<file path="config.mk">
export PLATFORM = sky130hd
export DESIGN_NAME = pe_conv1d_mc
export DESIGN_NICKNAME = d
export VERILOG_FILES = /design/src/rtl/pe_conv1d_pkg.sv /design/src/rtl/pe_mac_unit.sv /design/src/rtl/pe_conv1d_mc.sv
export SDC_FILE = /design/constraint.sdc
export NUM_CORES = 1
export LEC_CHECK = 0
export ABC_CLOCK_PERIOD_IN_PS = 7070
export CAP_MARGIN = 0
export CORE_MARGIN = 4
export CORE_UTILIZATION = 55
export DETAILED_ROUTE_END_ITERATION = 16
export GPL_ROUTABILITY_DRIVEN = 0
export GPL_TIMING_DRIVEN = 1
export PLACE_DENSITY_LB_ADDON = 0.2
export SYNTH_ARGS = -nofsm -noshare
export SYNTH_HDL_FRONTEND = slang
export SYNTH_SLANG_ARGS = --single-unit
</file>
<file path="constraint.sdc">
create_clock -name clk -period 7.07 [get_ports clk]
set_input_delay 2.121 -clock clk [delete_from_list [all_inputs] [get_ports clk]]
set_output_delay 2.121 -clock clk [all_outputs]
set_load 0.05 [all_outputs]
</file>
<file path="src/rtl/pe_conv1d_pkg.sv">
// Shared types for the 1-D convolution processing element.
// Holds the FSM state encoding and the latched job configuration.
package pe_conv1d_pkg;

  localparam int CFG_FILTER_MAX  = 8;
  localparam int CFG_IFMAP_DEPTH = 16;
  localparam int CFG_NUM_FILT    = 2;

  localparam int CFG_FS_W  = $clog2(CFG_FILTER_MAX + 1);
  localparam int CFG_LEN_W = $clog2(CFG_IFMAP_DEPTH + 1);
  localparam int CFG_NF_W  = $clog2(CFG_NUM_FILT + 1);

  typedef enum logic [2:0] {
    IDLE,
    LOAD_FILT,
    LOAD_IFMAP,
    MAC,
    ACC_PSUM,
    EMIT,
    FIN
  } state_e;

  typedef struct packed {
    logic [CFG_FS_W-1:0]  filter_size;
    logic [CFG_LEN_W-1:0] ifmap_len;
    logic [CFG_LEN_W-1:0] stride;
    logic [CFG_NF_W-1:0]  num_filt;
  } cfg_t;

endpackage

</file>
<file path="src/rtl/pe_mac_unit.sv">
// Signed multiplier feeding a wrapping accumulator register.
// add_psum swaps the product for an external partial sum.
module pe_mac_unit #(
  parameter int DATA_W = 8,
  parameter int ACC_W  = 20
) (
  input  logic                     clk,
  input  logic                     rst,
  input  logic                     clr,
  input  logic                     en,
  input  logic                     add_psum,
  input  logic signed [DATA_W-1:0] a,
  input  logic signed [DATA_W-1:0] b,
  input  logic signed [ACC_W-1:0]  psum,
  output logic signed [ACC_W-1:0]  acc
);

  logic signed [2*DATA_W-1:0] prod;
  logic signed [ACC_W-1:0]    prod_ext;
  logic signed [ACC_W-1:0]    base;
  logic signed [ACC_W-1:0]    addend;
  logic signed [ACC_W-1:0]    acc_d;
  logic signed [ACC_W-1:0]    acc_q;

  // next accumulator: clear restarts from the current term
  always_comb begin
    prod     = a * b;
    prod_ext = ACC_W'(prod);
    base     = clr ? '0 : acc_q;
    addend   = add_psum ? psum : prod_ext;
    acc_d    = en ? base + addend : acc_q;
  end

  // accumulator register
  always_ff @(posedge clk or posedge rst) begin
    if (rst) acc_q <= '0;
    else     acc_q <= acc_d;
  end

  assign acc = acc_q;

endmodule

</file>
<file path="src/rtl/pe_conv1d_mc.sv">
// 1-D multi-channel convolution PE with filter/ifmap scratchpads.
// Define PE_CONV1D_PSUM_IN_EN to add incoming psums per result.
module pe_conv1d_mc
  import pe_conv1d_pkg::*;
#(
  parameter int DATA_W      = 8,
  parameter int ACC_W       = 20,
  parameter int IFMAP_DEPTH = 16,
  parameter int FILTER_MAX  = 8,
  parameter int NUM_FILT    = 2,
  localparam int FS_W  = $clog2(FILTER_MAX + 1),
  localparam int LEN_W = $clog2(IFMAP_DEPTH + 1),
  localparam int NF_W  = $clog2(NUM_FILT + 1)
) (
  input  logic              clk,
  input  logic              rst,
  input  logic              start,
  input  logic [FS_W-1:0]   filter_size,
  input  logic [LEN_W-1:0]  ifmap_len,
  input  logic [LEN_W-1:0]  stride,
  input  logic [NF_W-1:0]   num_filt,
  input  logic [DATA_W-1:0] ifmap_data,
  input  logic              ifmap_valid,
  output logic              ifmap_ready,
  input  logic [DATA_W-1:0] filter_data,
  input  logic              filter_valid,
  output logic              filter_ready,
  input  logic [ACC_W-1:0]  psum_in_data,
  input  logic              psum_in_valid,
  output logic              psum_in_ready,
  output logic [ACC_W-1:0]  out_data,
  output logic              out_valid,
  input  logic              out_ready,
  output logic              busy,
  output logic              done,
  output logic              err
);

  localparam int FA_W = $clog2(NUM_FILT * FILTER_MAX);
  localparam int IA_W = $clog2(IFMAP_DEPTH);

  state_e state_q, state_d;
  cfg_t   cfg_q, cfg_d;

  logic [FS_W-1:0]  k_q, k_d;
  logic [NF_W-1:0]  f_q, f_d;
  logic [LEN_W-1:0] base_q, base_d;
  logic             err_q, err_d;

  logic [DATA_W-1:0] filt_mem  [NUM_FILT*FILTER_MAX];
  logic [DATA_W-1:0] ifmap_mem [IFMAP_DEPTH];

  logic [FA_W-1:0] filt_addr;
  logic [IA_W-1:0] ifmap_waddr;
  logic [IA_W-1:0] ifmap_raddr;

  logic filt_beat, ifmap_beat, psum_beat, out_beat;
  logic cfg_bad;
  logic last_tap, last_filt, last_pos, last_word;
  logic mac_clr, mac_en, mac_psum;
  logic signed [ACC_W-1:0] acc;

  assign filter_ready = (state_q == LOAD_FILT);
  assign ifmap_ready  = (state_q == LOAD_IFMAP);
  assign out_valid    = (state_q == EMIT);
  assign busy         = (state_q != IDLE);
  assign done         = (state_q == FIN);
  assign err          = err_q;
  assign out_data     = out_valid ? acc : '0;

  assign filt_beat  = filter_valid & filter_ready;
  assign ifmap_beat = ifmap_valid & ifmap_ready;
  assign out_beat   = out_valid & out_ready;

`ifdef PE_CONV1D_PSUM_IN_EN
  assign psum_in_ready = (state_q == ACC_PSUM);
  assign psum_beat     = psum_in_valid & psum_in_ready;
`else
  logic unused_psum;
  assign unused_psum   = ^{psum_in_data, psum_in_valid};
  assign psum_in_ready = 1'b0;
  assign psum_beat     = 1'b0;
`endif

  // the same (f,k) counters address filters on load and on MAC
  assign filt_addr =
    FA_W'(int'(f_q) * FILTER_MAX + int'(k_q));
  assign ifmap_waddr = IA_W'(base_q);
  assign ifmap_raddr =
    IA_W'(int'(base_q) + int'(k_q));

  // job legality and loop-end flags
  always_comb begin
    cfg_bad = (filter_size == '0)
      || (int'(filter_size) > FILTER_MAX)
      || (stride == '0)
      || (num_filt == '0)
      || (int'(num_filt) > NUM_FILT)
      || (int'(ifmap_len) > IFMAP_DEPTH)
      || (int'(ifmap_len) < int'(filter_size));
    last_tap  = (int'(k_q) + 1
      == int'(cfg_q.filter_size));
    last_filt = (int'(f_q) + 1
      == int'(cfg_q.num_filt));
    last_word = (int'(base_q) + 1
      == int'(cfg_q.ifmap_len));
    last_pos  = (int'(base_q)
      + int'(cfg_q.stride)
      + int'(cfg_q.filter_size)
      > int'(cfg_q.ifmap_len));
  end

  // scratchpad writes; contents are reloaded by every job
  always_ff @(posedge clk) begin
    if (filt_beat)  filt_mem[filt_addr]    <= filter_data;
    if (ifmap_beat) ifmap_mem[ifmap_waddr] <= ifmap_data;
  end

  // next-state, counters and MAC control
  always_comb begin
    state_d  = state_q;
    cfg_d    = cfg_q;
    k_d      = k_q;
    f_d      = f_q;
    base_d   = base_q;
    err_d    = 1'b0;
    mac_clr  = 1'b0;
    mac_en   = 1'b0;
    mac_psum = 1'b0;
    unique case (state_q)
      IDLE: begin
        if (start) begin
          if (cfg_bad) begin
            err_d = 1'b1;
          end else begin
            cfg_d.filter_size = filter_size;
            cfg_d.ifmap_len   = ifmap_len;
            cfg_d.stride      = stride;
            cfg_d.num_filt    = num_filt;
            k_d     = '0;
            f_d     = '0;
            base_d  = '0;
            state_d = LOAD_FILT;
          end
        end
      end
      LOAD_FILT: begin
        if (filt_beat) begin
          if (last_tap) begin
            k_d = '0;
            if (last_filt) begin
              f_d     = '0;
              state_d = LOAD_IFMAP;
            end else begin
              f_d = f_q + 1'b1;
            end
          end else begin
            k_d = k_q + 1'b1;
          end
        end
      end
      LOAD_IFMAP: begin
        if (ifmap_beat) begin
          if (last_word) begin
            base_d  = '0;
            state_d = MAC;
          end else begin
            base_d = base_q + 1'b1;
          end
        end
      end
      MAC: begin
        mac_en  = 1'b1;
        mac_clr = (k_q == '0);
        if (last_tap) begin
          k_d = '0;
`ifdef PE_CONV1D_PSUM_IN_EN
          state_d = ACC_PSUM;
`else
          state_d = EMIT;
`endif
        end else begin
          k_d = k_q + 1'b1;
        end
      end
      ACC_PSUM: begin
        if (psum_beat) begin
          mac_en   = 1'b1;
          mac_psum = 1'b1;
          state_d  = EMIT;
        end
      end
      EMIT: begin
        if (out_beat) begin
          if (last_filt) begin
            f_d = '0;
            if (last_pos) begin
              state_d = FIN;
            end else begin
              base_d  = base_q + cfg_q.stride;
              state_d = MAC;
            end
          end else begin
            f_d     = f_q + 1'b1;
            state_d = MAC;
          end
        end
      end
      FIN:     state_d = IDLE;
      default: state_d = IDLE;
    endcase
  end

  // control registers
  always_ff @(posedge clk or posedge rst) begin
    if (rst) begin
      state_q <= IDLE;
      cfg_q   <= '0;
      k_q     <= '0;
      f_q     <= '0;
      base_q  <= '0;
      err_q   <= 1'b0;
    end else begin
      state_q <= state_d;
      cfg_q   <= cfg_d;
      k_q     <= k_d;
      f_q     <= f_d;
      base_q  <= base_d;
      err_q   <= err_d;
    end
  end

  pe_mac_unit #(
    .DATA_W(DATA_W),
    .ACC_W (ACC_W)
  ) u_mac (
    .clk     (clk),
    .rst     (rst),
    .clr     (mac_clr),
    .en      (mac_en),
    .add_psum(mac_psum),
    .a       (ifmap_mem[ifmap_raddr]),
    .b       (filt_mem[filt_addr]),
    .psum    (psum_in_data),
    .acc     (acc)
  );

endmodule

</file>
# After elaboration in Yosys (flattened, before gate mapping)
# Memory sizes are Yosys's and may differ from the RTL's.
# Index checks and enable logic that the tools add are counted.
dict set report word_totals {
  ff_bits 51
  ramBits 256
  inputBits 59
  memories 2
}
dict set report op_classes {
  addsub 12
  mul 1
  n_lt_le_gt_ge 5
  n_eq_ne 20
  n_mux 43
  n_bitwise 5
  n_reduce_logical 20
}
# memory depth width rd rd_clocked_by_memory_dff write_ports line
set mem_list {}
lappend mem_list {filt_mem 16 8 1 0 1 pe_conv1d_mc.sv:50} ;# logic [DATA_W-1:0] filt_mem [NUM_FILT*FILTER_MAX];
lappend mem_list {ifmap_mem 16 8 1 0 1 pe_conv1d_mc.sv:51} ;# logic [DATA_W-1:0] ifmap_mem [IFMAP_DEPTH];
# op count
set ops {}
lappend ops {{two-way mux 20 bit} 2}
lappend ops {{two-way mux 5 bit} 7}
lappend ops {{two-way mux 3 bit} 11}
lappend ops {{adder 20 x 16 -> 20 bit} 1}
lappend ops {{one-hot mux 3 bit (6 select lines)} 1}
lappend ops {{multiplier 8 x 8 -> 16 bit} 1}
lappend ops {{two-way mux 4 bit} 4}
lappend ops {{one-hot mux 5 bit (3 select lines)} 1}
lappend ops {{inequality test 2 x 1 -> 1 bit, second input constant} 7}
lappend ops {{two-way mux 2 bit} 6}
lappend ops {{one-hot mux 4 bit (3 select lines)} 1}
lappend ops {{nonzero test 3 bit} 4}
lappend ops {{AND reduction 10 bit} 1}
lappend ops {{equality test 3 bit, second input constant} 3}
lappend ops {{two-way mux 1 bit} 9}
lappend ops {{adder 4 bit} 2}
lappend ops {{logical NOT 4 bit} 2}
lappend ops {{inequality test 2 bit, second input constant} 4}
lappend ops {{adder 6 x 4 -> 7 bit} 1}
lappend ops {{> comparator 7 x 5 -> 1 bit} 1}
lappend ops {{AND reduction 7 bit} 1}
lappend ops {{adder 5 x 1 -> 6 bit, second input constant} 1}
lappend ops {{adder 5 x 5 -> 6 bit} 1}
lappend ops {{equality test 3 x 2 -> 1 bit, second input constant} 2}
lappend ops {{other kinds (24)} 32}

# Depth between registers and ports, before layout
dict set report depth {
  word_depth 10
  mapped_depth 26
}

# By module
# A second synthesis with hierarchy kept.
dict set report hier_totals {
  cells_unflattened 1221
  hier_area_um2 17125.2
}
# mod n_inst cells_each area_each_um2 seq_area_each_um2
set modules_own_cells {}
lappend modules_own_cells {pe_conv1d_mc 1 724 12667.1 8463.1}
lappend modules_own_cells {pe_mac_unit 1 497 4458.0 500.5}

# Least setup slack after synthesis
# Ideal clock, no wire load.
dict set report synth_path {
  path_type {reg-to-reg}
  start {register base_q[0]}
  end {register u_mac.acc_q[17] (netlist: u_mac.acc[17])}
  setup_ns 0.133
  arrival_time_ns 7.348
  t_required_ns 6.937
  path_slack_ns -0.412
  stages_incl_launch_ff 26
  n_path_buf 1
  synth_period_minus_slack_ns 7.482
  path_cell_list {dfrtp_1 ha_1 fa_1 clkbuf_1 mux4_2 mux2i_1 nor2_1 a21oi_2 nor2b_1 inv_1 fa_1 inv_1 fa_1 fa_1 fa_1 inv_1 fa_1 inv_1 ha_1 o21ai_0 nor2_1 o311ai_0 nand4b_1 a21oi_1 xor2_1 o21ai_0}
}
dict set report synth_between {
  elab_chain_len 4
}
# element line
set synth_rtl {}
lappend synth_rtl {{from (decl)} pe_conv1d_mc.sv:47} ;# logic [LEN_W-1:0] base_q, base_d;
lappend synth_rtl {{from (signal assigned)} pe_conv1d_mc.sv:228} ;# base_q <= base_d;
lappend synth_rtl {{adder 4 bit} pe_conv1d_mc.sv:90} ;# IA_W'(int'(base_q) + int'(k_q));
lappend synth_rtl {{memory (16 x 8 bit)} -}
lappend synth_rtl {{multiplier 8 x 8 -> 16 bit} pe_mac_unit.sv:27} ;# prod = a * b;
lappend synth_rtl {{adder 20 x 16 -> 20 bit} pe_mac_unit.sv:31} ;# acc_d = en ? base + addend : acc_q;
lappend synth_rtl {{to (signal assigned)} pe_mac_unit.sv:36} ;# if (rst) acc_q <= '0;
lappend synth_rtl {{to (signal assigned)} pe_mac_unit.sv:37} ;# else acc_q <= acc_d;
lappend synth_rtl {{to (decl)} pe_mac_unit.sv:23} ;# logic signed [ACC_W-1:0] acc_q;
# No other way between the ends.
# A chain may end at the register's enable or synchronous reset.

# Worst setup path after layout
dict set report layout_path {
  start {register base_q[0]}
  end {register u_mac.acc_q[19] (netlist: u_mac.acc[19])}
}
# The elaborated chain is that of the path after synthesis.

==> key figures <==
Timing
  • Crit share post-route: 0.977
  • FMAX: 0.145 GHz
  • Final hold violation count: 0
  • Measured slew at the worst slew-check pin: 1.04 ns
  • Final setup vio count: 0
  • Pins over their slew limit: 0
  • Slew margin rel.: 0.301
  • Final min period: 6.91 ns
  • Setup TNS: 0 ns
  • Clock skew: around 0.035 ns

Floorplanning
  • Starting density of the core: 0.558
  • Rows: 64
  • Die Span X: 184 µm
  • Die height: 184 µm
  • DIE AREA: 33900 µm²
  • IO Pins: 86
  • Core area: 30600 µm²

Logic synthesis
  • Yosys top cell by area: edfxtp_1
  • Cell variety after synth: 65
  • Main combinational cell family by area after synthesis: adder cells
  • Yosys reg bits: 307
  • Mapped Cells: 1219
  • Top_reg_cell synth: edfxtp_1
  • Area share of the largest cell type after synthesis: 0.450
  • Synth Area in XOR/XNOR: 0.0231
  • Cell area after synthesis: 17100 µm²
  • Syn_area_per_cell: ~14 µm²
  • Synth Area in Adders: 0.167
  • Synth Area in Compound Gates: 0.0441
  • Simple-Gate Fraction of Synth Area: 0.0867
  • Async set-reset flop share out of synthesis: 0.166
  • Net Count, Synth: 1448
  • Syn. warnings: 0
  • Area contributors post-synth: edfxtp_1 (45%), fa_1 (11%), mux4_2 (9.1%), dfrtp_1 (7.5%), ha_1 (5.4%)
  • Register area share after synthesis: 0.525
  • EDFF count, synth: 256
  • Mux contribution to synthesized area: 0.112

CTS
  • Clock sink count: 307
  • CTS tree: yes
  • CTS H-tree depth: 1
  • Clk Latency, worst-skew pair: 0.57 ns
  • CTS Buf Count: 31
  • CTS Buffer Depth: 3
  • Hold_buf cts: 0
  • Clock root buffer: clkbuf_16
  • Clk slew on worst S/H paths: about 0.06 ns

Worst setup path
  • Worst Path Required: 7.55 ns
  • Critical path buffers and inverters: 7
  • Critical path class: reg2reg
  • R2r worst-path depth: 26
  • Family with the most delay on the worst path: adder cells
  • RR Startpoint: base_q[0]$_DFFE_PP0P_
  • R2r setup slk: approximately 0.16 ns
  • Worst path depth: 26
  • Worst-path maximum fanout: 10
  • CP most frequent cell: fa_1
  • CP max stage cell: fa_1
  • Setup crit end kind: flop
  • CP arrival: 7.39 ns
  • CP max stage delay: 0.56 ns
  • RR Endpoint: u_mac.acc[19]$_DFFE_PP0P_
  • Startpoint types: flop

Routing
  • DRC viols: 0
  • Vias per cell: 5.60
  • DR iter-0 viols: 676
  • Final wirelength: 35.1 mm
  • Via count: 9963
  • 1st-pass router iterations: 5
  • Avg WL per Cell: 19.7 µm
  • Antenna Violating Nets Remaining: 0

Placed design
  • DP HPWL: 25.2 mm
  • Area after DPL: 18600 µm²
  • PortBufs: 63

Final layout
  • Fraction of layout cells with a size suffix above 1: 0.190
  • Final Cell Area: around 20000 µm²
  • # diodes: 0
  • Area Overhead vs Synth: 16.4%
  • Layout Nets: 1586
  • Fillers: 2290
  • Commonest non-fill, non-tap cell in the layout: edfxtp_1
  • Most used cells in the layout excluding fill and tap cells: edfxtp_1 (256), inv_1 (125), nand2_1 (103), fa_1 (95), buf_4 (75)

Global routing
  • Largest net degree at the start of global routing: between 50 and 60
  • Initial antenna violation count: 0
  • Vias in the first global route: 10334
  • GRT Overall Usage: 0.213
  • Grt ovf: 0
  • Global-route wire length before repair: 56.8 mm

Min path
  • Hold Path End: u_mac.acc[14]$_DFFE_PP0P_
  • Hold Crit Depth: 2
  • Worst Hold Class: reg2reg
  • Worst Hold Launch: u_mac.acc[14]$_DFFE_PP0P_

Run status
  • Status: finished, final reports clean

Run
  • Max-cap violations: 0
-- layer usage --
metal  GRT usage  wire length, µm  vias to the layer above
li1            -                -                     4647
met1       0.316            15500                     5048
met2       0.350            17400                      226
met3      0.0251             1590                       42
met4      0.0393              571                        0
met5           0                0                        -
-- synthesized netlist by cell type (all sizes together), types with 2 or more instances --
cell,number
dfrtp,51
clkbuf,21
o21ai,36
a211o,2
xor2,16
nand2,104
xnor2,29
nand2b,17
ha,74
or3,3
nor3b,2
edfxtp,256
nor3,22
mux4,69
a211oi,7
fa,96
mux2i,12
or2,4
mux2,21
o31ai,8
inv,128
and3,21
o211ai,3
buf,23
nor2b,19
nand3,15
nor2,60
and2,23
a31oi,3
nand4,4
a21oi,32
o21a,3
a21o,12
or4,2
-- state kept, by name, indices dropped and copies added, names as in the netlist --
register / flops
u_mac.acc: 20
ifmap_mem: 128
err: 1
k_q: 4
filt_mem: 128
cfg_q: 16
f_q: 2
base_q: 5
state_q: 3
-- tightest hold or removal path, stage by stage, from the launching register on --
cell and delay, ns:
dfrtp_1 0.36, nand2_1 0.05, o21ai_0 0.06
-- worst max-delay path by stage --
stage / startpoint / to / slack [ns]
final: base_q[0]$_DFFE_PP0P_ / u_mac.acc[19]$_DFFE_PP0P_ / 0.16
after global routing: base_q[0]$_DFFE_PP0P_ / u_mac.acc[19]$_DFFE_PP0P_ / -0.06
after CTS: base_q[0]$_DFFE_PP0P_ / u_mac.acc[19]$_DFFE_PP0P_ / 0.006
after detailed placement: base_q[0]$_DFFE_PP0P_ / u_mac.acc[19]$_DFFE_PP0P_ / -0.17
after global placement: base_q[0]$_DFFE_PP0P_ / u_mac.acc[19]$_DFFE_PP0P_ / -0.08
after floorplan: base_q[0]$_DFFE_PP0P_ / u_mac.acc[17]$_DFFE_PP0P_ / 0.006
-- per-stage QoR --
| step | std cells | util | hold slack (ns) | setup slack, ns |
|---|---|---|---|---|
| CTS | 1768 | 0.640 | 0.502 | 0.00588 |
| finish | 1778 | 0.649 | 0.501 | 0.163 |
| detailed placement | 1708 | 0.607 | 0.489 | -0.174 |
| global route | 1778 | 0.649 | 0.549 | -0.0571 |
| floorplan | 1219 | - | 0.452 | 0.00555 |
| global placement | 1708 | 0.607 | 0.477 | -0.0805 |
-- cell type report --
type | count | area, µm² | share of cell area
Clock buffer | 40 | 810 | 0.0407
Clock inverter | 18 | 151 | 0.00762
Inverter | 129 | 484 | 0.0244
Multi-Input combinational cell | 739 | 7600 | 0.383
Sequential cell | 307 | 8960 | 0.451
Tap cell | 396 | 495 | 0.0249
Timing Repair Buffer | 149 | 1360 | 0.0683
-- kinds of logic after synthesis --
logic type,Yosys count
DFF,307
and+or+nand+nor,303
buffers and inverters,173
adders and majority gates,170
AOI/OAI and AO/OA,118
muxes,102
xor gates and xnor gates,45
other,1
-- what timing repair did --
action / 4_1_cts / 5_1_grt
pin swaps: 3 / 20
setup buffers: 2 / 10
resized for setup: 9 / 42
endpoints found under the setup margin: 8 / 10
Power is not shown: default switching activity piles up to over one toggle a cycle in this logic, so the estimate is an artifact.
